$ cat config.mk
export PLATFORM = sky130hd
export DESIGN_NAME = line_clear
export DESIGN_NICKNAME = d
export VERILOG_FILES = /design/src/rtl/line_clear.sv
export SDC_FILE = /design/constraint.sdc
export NUM_CORES = 2
export LEC_CHECK = 0
export ABC_AREA = 0
export BUFFER_PORTS_ARGS = -buffer_cell sky130_fd_sc_hd__buf_4
export CAP_MARGIN = 20
export CORE_AREA = 2 2 377 379
export CTS_CLUSTER_SIZE = 24
export DETAILED_ROUTE_END_ITERATION = 7
export DIE_AREA = 0 0 379 381
export PLACE_DENSITY_LB_ADDON = 0.2
export REMOVE_ABC_BUFFERS = 1
export SETUP_SLACK_MARGIN = 0.15
export SYNTH_ARGS = -nofsm -noshare
export SYNTH_HDL_FRONTEND = slang
export SYNTH_SLANG_ARGS = --single-unit
$ cat constraint.sdc
create_clock -name clk -period 2.9 [get_ports clk]
set_clock_uncertainty 0.1 [all_clocks]
set_input_delay 0.145 -clock clk [delete_from_list [all_inputs] [get_ports clk]]
set_output_delay 0.145 -clock clk [all_outputs]
set_load 0.05 [all_outputs]
$ cat src/rtl/line_clear.sv
`default_nettype none
// +--------------------------------------------------------------------------+
// | line_clear: finds full board rows, optionally flashes them (build with   |
// | LINE_CLEAR_FLASH_EN defined), then collapses them out of the board.      |
// | Revision: 1.0                                                            |
// +--------------------------------------------------------------------------+
module line_clear #(
  parameter int ROWS         = 12,
  parameter int COLS         = 10,
  parameter int FLASH_CYCLES = 5_000_000,
  parameter int FLASH_PHASES = 6
) (
  input  logic                           clk,
  input  logic                           rst,
  input  logic                           start,
  input  logic [0:ROWS-1][COLS*4-1:0]    board_in,
  output logic [0:ROWS-1][COLS*4-1:0]    board_out,
  output logic                           busy,
  output logic                           done,
  output logic [$clog2(ROWS+1)-1:0]      lines
);

  localparam int RW = COLS * 4;
  localparam int IW = $clog2(ROWS);
  localparam int LW = $clog2(ROWS + 1);

  if (FLASH_PHASES < 2 || (FLASH_PHASES % 2) != 0 || FLASH_CYCLES < 1) begin : g_bad_params
    $error("line_clear: FLASH_PHASES must be even and >= 2, FLASH_CYCLES >= 1");
  end

  typedef enum logic [2:0] {
    S_IDLE     = 3'd0,
    S_SCAN     = 3'd1,
`ifdef LINE_CLEAR_FLASH_EN
    S_FLASH    = 3'd2,
`endif
    S_COLLAPSE = 3'd3,
    S_DONE     = 3'd4
  } state_t;

  state_t                     state_q, state_d;
  logic [0:ROWS-1][RW-1:0]    board_q, board_d, out_d;
  logic [ROWS-1:0]            mask_q, mask_d;
  logic [IW-1:0]              idx_q, idx_d;
  // top_q counts the rows above the collapse write pointer (write row = top_q-1)
  logic [LW-1:0]              top_q, top_d;
  logic [LW-1:0]              lines_q, lines_d;

  function automatic logic row_full(input logic [RW-1:0] row);
    row_full = 1'b1;
    for (int j = 0; j < COLS; j++)
      if (row[j*4 +: 4] == 4'h0) row_full = 1'b0;
  endfunction

`ifdef LINE_CLEAR_FLASH_EN
  localparam int CW = (FLASH_CYCLES > 1) ? $clog2(FLASH_CYCLES) : 1;
  localparam int PW = $clog2(FLASH_PHASES);
  logic [CW-1:0] cyc_q, cyc_d;
  logic [PW-1:0] phase_q, phase_d;
  logic          flash_on;
`endif

  always_comb begin
    state_d = state_q;
    board_d = board_q;
    mask_d  = mask_q;
    idx_d   = idx_q;
    top_d   = top_q;
    lines_d = lines_q;
`ifdef LINE_CLEAR_FLASH_EN
    cyc_d    = cyc_q;
    phase_d  = phase_q;
    flash_on = 1'b0;
`endif
    case (state_q)
      S_IDLE: begin
        board_d = board_in;
        if (start) begin
          state_d = S_SCAN;
          lines_d = '0;
          idx_d   = '0;
          mask_d  = '0;
        end
      end
      S_SCAN: begin
        if (row_full(board_q[idx_q])) begin
          mask_d[idx_q] = 1'b1;
          lines_d       = lines_q + 1'b1;
        end
        if (idx_q == IW'(ROWS - 1)) begin
          top_d = LW'(ROWS);
          if (mask_d == '0) begin
            state_d = S_DONE;
          end else begin
`ifdef LINE_CLEAR_FLASH_EN
            state_d = S_FLASH;
            cyc_d   = '0;
            phase_d = '0;
`else
            state_d = S_COLLAPSE;
`endif
          end
        end else begin
          idx_d = idx_q + 1'b1;
        end
      end
`ifdef LINE_CLEAR_FLASH_EN
      S_FLASH: begin
        flash_on = ~phase_q[0];
        if (cyc_q == CW'(FLASH_CYCLES - 1)) begin
          cyc_d = '0;
          if (phase_q == PW'(FLASH_PHASES - 1)) begin
            phase_d = '0;
            state_d = S_COLLAPSE;
          end else begin
            phase_d = phase_q + 1'b1;
          end
        end else begin
          cyc_d = cyc_q + 1'b1;
        end
      end
`endif
      S_COLLAPSE: begin
        if (!mask_q[idx_q]) begin
          board_d[top_q - 1'b1] = board_q[idx_q];
          top_d                 = top_q - 1'b1;
        end
        if (idx_q == '0) begin
          for (int r = 0; r < ROWS; r++)
            if (LW'(r) < top_d) board_d[r] = '0;
          state_d = S_DONE;
        end else begin
          idx_d = idx_q - 1'b1;
        end
      end
      S_DONE: state_d = S_IDLE;
      default: state_d = S_IDLE;
    endcase

    // Overlay sits in front of the output register; the stored board is untouched.
    out_d = board_d;
`ifdef LINE_CLEAR_FLASH_EN
    if (flash_on)
      for (int r = 0; r < ROWS; r++)
        if (mask_q[r]) out_d[r] = {COLS{4'hF}};
`endif
  end

  always_ff @(posedge clk) begin
    if (rst) begin
      state_q   <= S_IDLE;
      board_q   <= '0;
      board_out <= '0;
      mask_q    <= '0;
      idx_q     <= '0;
      top_q     <= '0;
      lines_q   <= '0;
    end else begin
      state_q   <= state_d;
      board_q   <= board_d;
      board_out <= out_d;
      mask_q    <= mask_d;
      idx_q     <= idx_d;
      top_q     <= top_d;
      lines_q   <= lines_d;
    end
  end

`ifdef LINE_CLEAR_FLASH_EN
  always_ff @(posedge clk) begin
    if (rst) begin
      cyc_q   <= '0;
      phase_q <= '0;
    end else begin
      cyc_q   <= cyc_d;
      phase_q <= phase_d;
    end
  end
`endif

  assign busy  = (state_q != S_IDLE);
  assign done  = (state_q == S_DONE);
  assign lines = lines_q;

endmodule
`default_nettype wire
==> Yosys cells after proc, flatten, opt, wreduce, memory -nomap -nowiden <==
Index checks and enable logic that the tools add are counted.
{ "op_classes": {"bitwise": 3, "reduce_logical": 25, "order_cmp": 17, "muxes": 55, "add_sub_neg": 4, "n_eq_ne": 10} }
{ "ops": {"columns": ["cell", "count"], "rows": [
  ["2-to-1 mux 480 bit", 2],
  ["one-hot mux 480 bit (2 select lines)", 1],
  ["2-to-1 mux 40 bit", 15],
  ["bitwise mux 480 bit", 1],
  ["binary-select mux 40 bit (select 4 bit)", 1],
  ["demux 40 bit (select 4 bit)", 1],
  ["logical NOT 4 bit", 11],
  ["2-to-1 mux 12 bit", 3],
  ["2-to-1 mux 4 bit", 7],
  ["one-hot mux 12 bit (2 select lines)", 1],
  ["less-than comparator 3 x 4 -> 1 bit, first input constant", 4],
  ["less-than comparator 4 bit, first input constant", 4],
  ["one-hot mux 4 bit (2 select lines)", 2],
  ["2-to-1 mux 1 bit", 13],
  ["logical NOT 12 bit", 1],
  ["2-to-1 mux 3 bit", 4],
  ["OR 12 bit", 1],
  ["one-hot mux 4 bit (3 select lines)", 1],
  [">= comparator 5 bit, second input constant", 2],
  ["!= test 2 bit, second input constant", 5],
  ["inverter 4 -> 5 bit", 2],
  ["one-hot mux 3 bit (3 select lines)", 1],
  ["adder 4 x 1 -> 4 bit, second input constant", 2],
  ["less-than comparator 1 x 4 -> 1 bit, first input constant", 2],
  ["19 further kinds", 27]
]} }
{ "word_totals": {"regBits": 507, "wordCells": 131, "in_bits": 483} }

==> Longest topological paths before layout <==
{ "depth": {"word_depth": 22, "ltp_mapped": 13, "ltp_nobuf": 10} }

==> Worst setup path after synthesis <==
Ideal clock, no wire load.
{ "synth_timing": {"path_type": "reg-to-reg", "startpoint": "register idx_q[0]", "endpoint": "register board_q[120] (netlist bit)", "required_ps": 2709, "period_less_slack_ps": 2849, "path_buffers": 1, "path_stages_with_launch": 10, "arrival_ps": 2658, "setup_slack_ps": 51, "cell_sequence": "dfxtp_1 -> mux4_2 -> a22oi_1 -> nand3_1 -> mux2i_2 -> a21oi_1 -> o21ai_2 -> buf_6 -> a211o_1 -> a311oi_1"} }
{ "synth_via": {"elab_chain_cells": 9, "word_cells_on_any_way": 15, "classes_between": "1 x order compare; 12 x mux; 1 x bitwise; 1 x reduce/logical"} }
{ "synth_lines": {"columns": ["element", "line", "rtl"], "rows": [
  ["start, declared", "44", "logic [IW-1:0] idx_q, idx_d;"],
  ["start signal, assigned", "163", "idx_q <= idx_d;"],
  ["parallel branches: the longest is 7 deep, another holds less-than comparator 4 bit", null, null],
  ["2-to-1 mux 480 bit (*)", "128", "if (idx_q == '0) begin"],
  ["one-hot mux 480 bit (2 select lines) (*)", "75", "case (state_q)"],
  ["end signal, assigned", "160", "board_q <= board_d;"],
  ["end, declared", "42", "logic [0:ROWS-1][RW-1:0] board_q, board_d, out_d;"]
]} }
Every way passes the cells marked *. The select of a mux whose other input is x is not followed.
A chain may end at the register's enable or synchronous reset.

==> Final worst setup path <==
{ "layout_timing": {"startpoint": "register idx_q[0]", "endpoint": "register board_q[140] (netlist bit)"} }
Same word-level chain as after synthesis.

==> results list <==
- The run finished, with violations left.
* Violated checks: setup timing
- I/O pin count: 969
- Sorting the synthesized cells by area gives the leading types as dfxtp_1 33%, a211oi_1 9.9%, mux4_2 9.1%, o21ai_0 8.6%, nor2_1 7.3%.
* Ys flop type: dfxtp_1
* Global-route wire length before repair: 290000 µm
- Final count of negative-setup-slack endpoints: 498
- After detailed routing, the average wire length per cell comes to 29.6 µm.
- Sum of routed wire length over all layers: 219000 µm
* Die Span Y: 381 µm
- Number of sinks handled by clock tree synthesis: 507
* Path type of the worst min-delay path: primary input to flip-flop
- Remaining DRCs: 0
- Worst Path Required: 3360 ps
- Peak VDD IR: 0.386 mV
- The H-tree was split into 3 levels.
* Slew Limit Fails: 0
- Final-layout fill cell count: 14400
* Total die area: 0.144 mm²
- Estimated wirelength of the detail-placed design: 143000 µm
- At the end of routability-driven placement, the weighted congestion stood at 0.859.
- Flip-flop and latch count after synthesis: 507
- OpenSTA, run right after detailed placement, puts the worst setup slack at -654 ps.
- Start point of the worst hold path: board_in[146]
- After synthesis, the largest area contributor takes up 33.4% of total cell area.
* Warning count from the yosys run: 0
- TritonCTS Buffers: 72
* Headroom to the max-slew limit: 31.7%
- In this run the cell area of the synthesized design comes to 0.0304 mm².
* Insertion delay to the later sink of the worst-skew pair: 670 ps
- Counting flops with an async set or reset pin after synthesis yields a share of 0%.
- The initial utilization of the core area, before any placement, comes to 21.6%.
- Number of failing hold endpoints at the final stage: 0
- Counting instances, the worst hold path has a depth of 4.
- Count of maximum capacitance violations: 0
- Endpoint kind of the worst setup timing path: flip-flop
- The analysis attributes to cell leakage a power of 20.8 nW.
* Antenna violations before repair: 21
- The number of placed instances, taps included, is 6655.
- Cells after synthesis: 3897
- In this run the critical register-to-register path is captured at board_q[140]$_SDFFE_PP0P_.
- Yosys instantiated no cell more often than nor2_1.
- Layout Area Growth over Synthesis: 73.4%
* Cell accounting for the most synthesized area: dfxtp_1
* Clock root buffer: clkbuf_16
* Peak clock frequency supported by timing: 0.310 GHz
- The first TritonRoute pass finished after 6 iterations.
* Average vias per placed instance: 5.35
* Ratio of cells with drive above 1 in the final layout: 34.6%
* Final nets: 5922
- For the pin with the worst max-slew slack, the measured transition is 1020 ps.
- Horizontal die dimension: 379 µm
- DR vias: 39500
* Number of buffers inserted by port buffering: 968
* Number of distinct library cells after synthesis: 62
- Number of rows created at floorplan: 138
- The detailed router finished its first iteration with 3839 violations.
- Number of buffers between clock root and the deepest sink: 3
* Post-route antenna net violation count: 0
* Type of the setup path with the least slack: flip-flop to flip-flop
- Worst Hold Path EP: board_q[146]$_SDFFE_PP0P_
* Mean Syn Cell Area: 7.80 µm²
- In this run the worst path has a maximum fanout of 8.
* Final non-filler cell total: 7387
* Total overflow reported by the global router: 0
* Part of the Yosys area used for sequential elements: 33.4%
- Slack of the worst reg-to-reg path: -330 ps
- Arrival time worst endpoint: 3690 ps
- Global routing consumed, over all layers together, 27.8% of the routing resources.
* Top cell types by occurrence after synthesis: 594 x nor2_1, 524 x o21ai_0, 507 x dfxtp_1, 499 x nand2_1, 401 x a211oi_1
- Once routing completed, OpenROAD measured the worst setup slack at -326 ps.
- In this run the standard cell core region covers 0.141 mm².
* Worst-path clk slew: 60 ps
- TritonCTS built the clock tree.
* Critical Path Start Type: flip-flop
* PD cells: 554 mW/mm²
- Setup repair after global routing could not meet its margin everywhere.
* Clock period minus final worst setup slack: 3230 ps
- Maximum number of pins on one net before global-route repair: 134
- In this run the critical register-to-register path is launched from idx_q[0]$_SDFFE_PP0P_.
- Dividing the final minimum period by the clock period gives 111%.
* Number of global-route vias before repair: 37600
- Number of synthesized flops with an enable pin: 0
* Depth of the most critical reg-to-reg path: 13
==> layer usage <==
metal	wire length [µm]	vias up	share of wire, %	track usage (%)
li1	-	17600	-	-
met1	90100	19500	41	36.1
met2	102000	2091	47	45.2
met3	16500	416	7.5	4.97
met4	10500	8	4.8	11.8
met5	57	-	0.026	0
==> flip-flops by register name, summed over array words and instances, names as in the netlist <==
| register | cells |
|---|---|
| mask_q | 12 |
| top_q | 4 |
| lines | 4 |
| state_q | 3 |
| idx_q | 4 |
| board_q | 480 |
==> power breakdown <==
| part | switching (W) | internal (W) |
|---|---|---|
| Sequential | 0.00123 | 0.00784 |
| Combinational | 0.00698 | 0.00400 |
| Clock | 0.00374 | 0.00542 |
==> kinds of logic (layout without fill, tap and decap cells) <==
family / count (synthesis) / in the layout / share of synthesized area, %
flip-flops: 507 / 507 / 33.4
multiplexers: 132 / 132 / 9.43
buffers and inverters: 476 / 2059 / 6.73
AND/OR/NAND/NOR: 1148 / 1148 / 14.7
adder cells (fa/ha/maj): 9 / 9 / 0.395
other: 0 / 17 / 0
XOR/XNOR: 4 / 4 / 0.115
AO/OA/AOI/OAI: 1621 / 1621 / 35.2
==> cells in the final DEF (no fill, tap or decap), drive strengths merged, types with 4 or more instances in the layout <==
cell,synthesis,layout
a211oi,401,401
bufinv,0,4
mux4,123,123
a32o,5,5
mux2i,8,8
nand4,9,9
buf,88,1416
a22o,42,42
o21bai,81,81
a211o,41,41
dlygate4sd3,0,482
o32ai,80,80
inv,7,10
o22ai,4,4
clkbuf,379,131
nand2,499,499
nor4,7,7
dfxtp,507,507
nor2b,4,4
nand3,7,7
a311oi,40,40
ha,8,8
a21oi,185,185
o211ai,200,200
nor2,595,595
clkinv,2,8
and3,7,7
o21ai,525,525
diode,0,17
or2,4,4
bufbuf,0,6
==> timing repair <==
| item | CTS | global route |
|---|---|---|
| hold buffers | 482 | 0 |
| gates cloned | 18 | 22 |
| pin swaps | 34 | 29 |
| buffers inserted | 47 | 22 |
| endpoints found under the setup margin | 499 | 500 |
| endpoints found under the hold margin | 497 | 0 |
| resized for setup | 125 | 161 |
==> critical path: stages (launching register included) <==
cell       delay (ps)
dfxtp_4           380
buf_12            140
buf_6             110
mux4_2            540
mux2i_1           210
a2bb2oi_2         200
buf_12            150
and2b_2           170
and2_4            210
clkbuf_16         190
clkbuf_16         170
nor2_2             40
a211o_1           280
a311oi_2          240
==> how the worst max path moves through the flow <==
stage	from	end	slack, ps	cells past startpoint
6_report	idx_q[0]$_SDFFE_PP0P_	board_q[140]$_SDFFE_PP0P_	-330	13
5_1_grt	idx_q[0]$_SDFFE_PP0P_	board_q[402]$_SDFFE_PP0P_	-420	13
4_1_cts	idx_q[0]$_SDFFE_PP0P_	board_q[146]$_SDFFE_PP0P_	-290	13
3_5_place_dp	idx_q[0]$_SDFFE_PP0P_	mask_q[4]$_SDFFE_PP0P_	-650	11
3_3_place_gp	idx_q[0]$_SDFFE_PP0P_	mask_q[8]$_SDFFE_PP0P_	-620	11
2_1_floorplan	state_q[1]$_SDFFE_PP0P_	board_q[100]$_SDFFE_PP0P_	-19690	5
==> cell type report <==
type / instances / area, µm² / area share (%)
clock buffer: 109 / 2140 / 4.05
inverter: 9 / 41.3 / 0.0783
clock inverter: 15 / 203 / 0.385
antenna: 17 / 42.5 / 0.0807
multi-input combinational: 2914 / 19400 / 36.7
tap: 1890 / 2360 / 4.49
sequential: 507 / 10200 / 19.3
timing repair buffer: 1926 / 18400 / 34.9
==> per-stage QoR <==
| step | setup TNS, ps | total power (W) | utilization [%] | hold WS, ps | instance area (µm²) |
|---|---|---|---|---|---|
| 6_report | -101530 | 0.0292 | 37.5 | 218 | 52700 |
| 5_1_grt | -152660 | 0.0301 | 37.5 | 202 | 52700 |
| 4_1_cts | -83170 | 0.0290 | 36.4 | 167 | 51200 |
| 3_5_place_dp | -93840 | 0.0191 | 30.2 | 336 | 42500 |
| 3_3_place_gp | -75820 | 0.0191 | 30.2 | 333 | 42500 |
| 2_1_floorplan | -9008820 | 0.0138 | - | 114 | 28400 |
(Power assumes the default switching activity.)
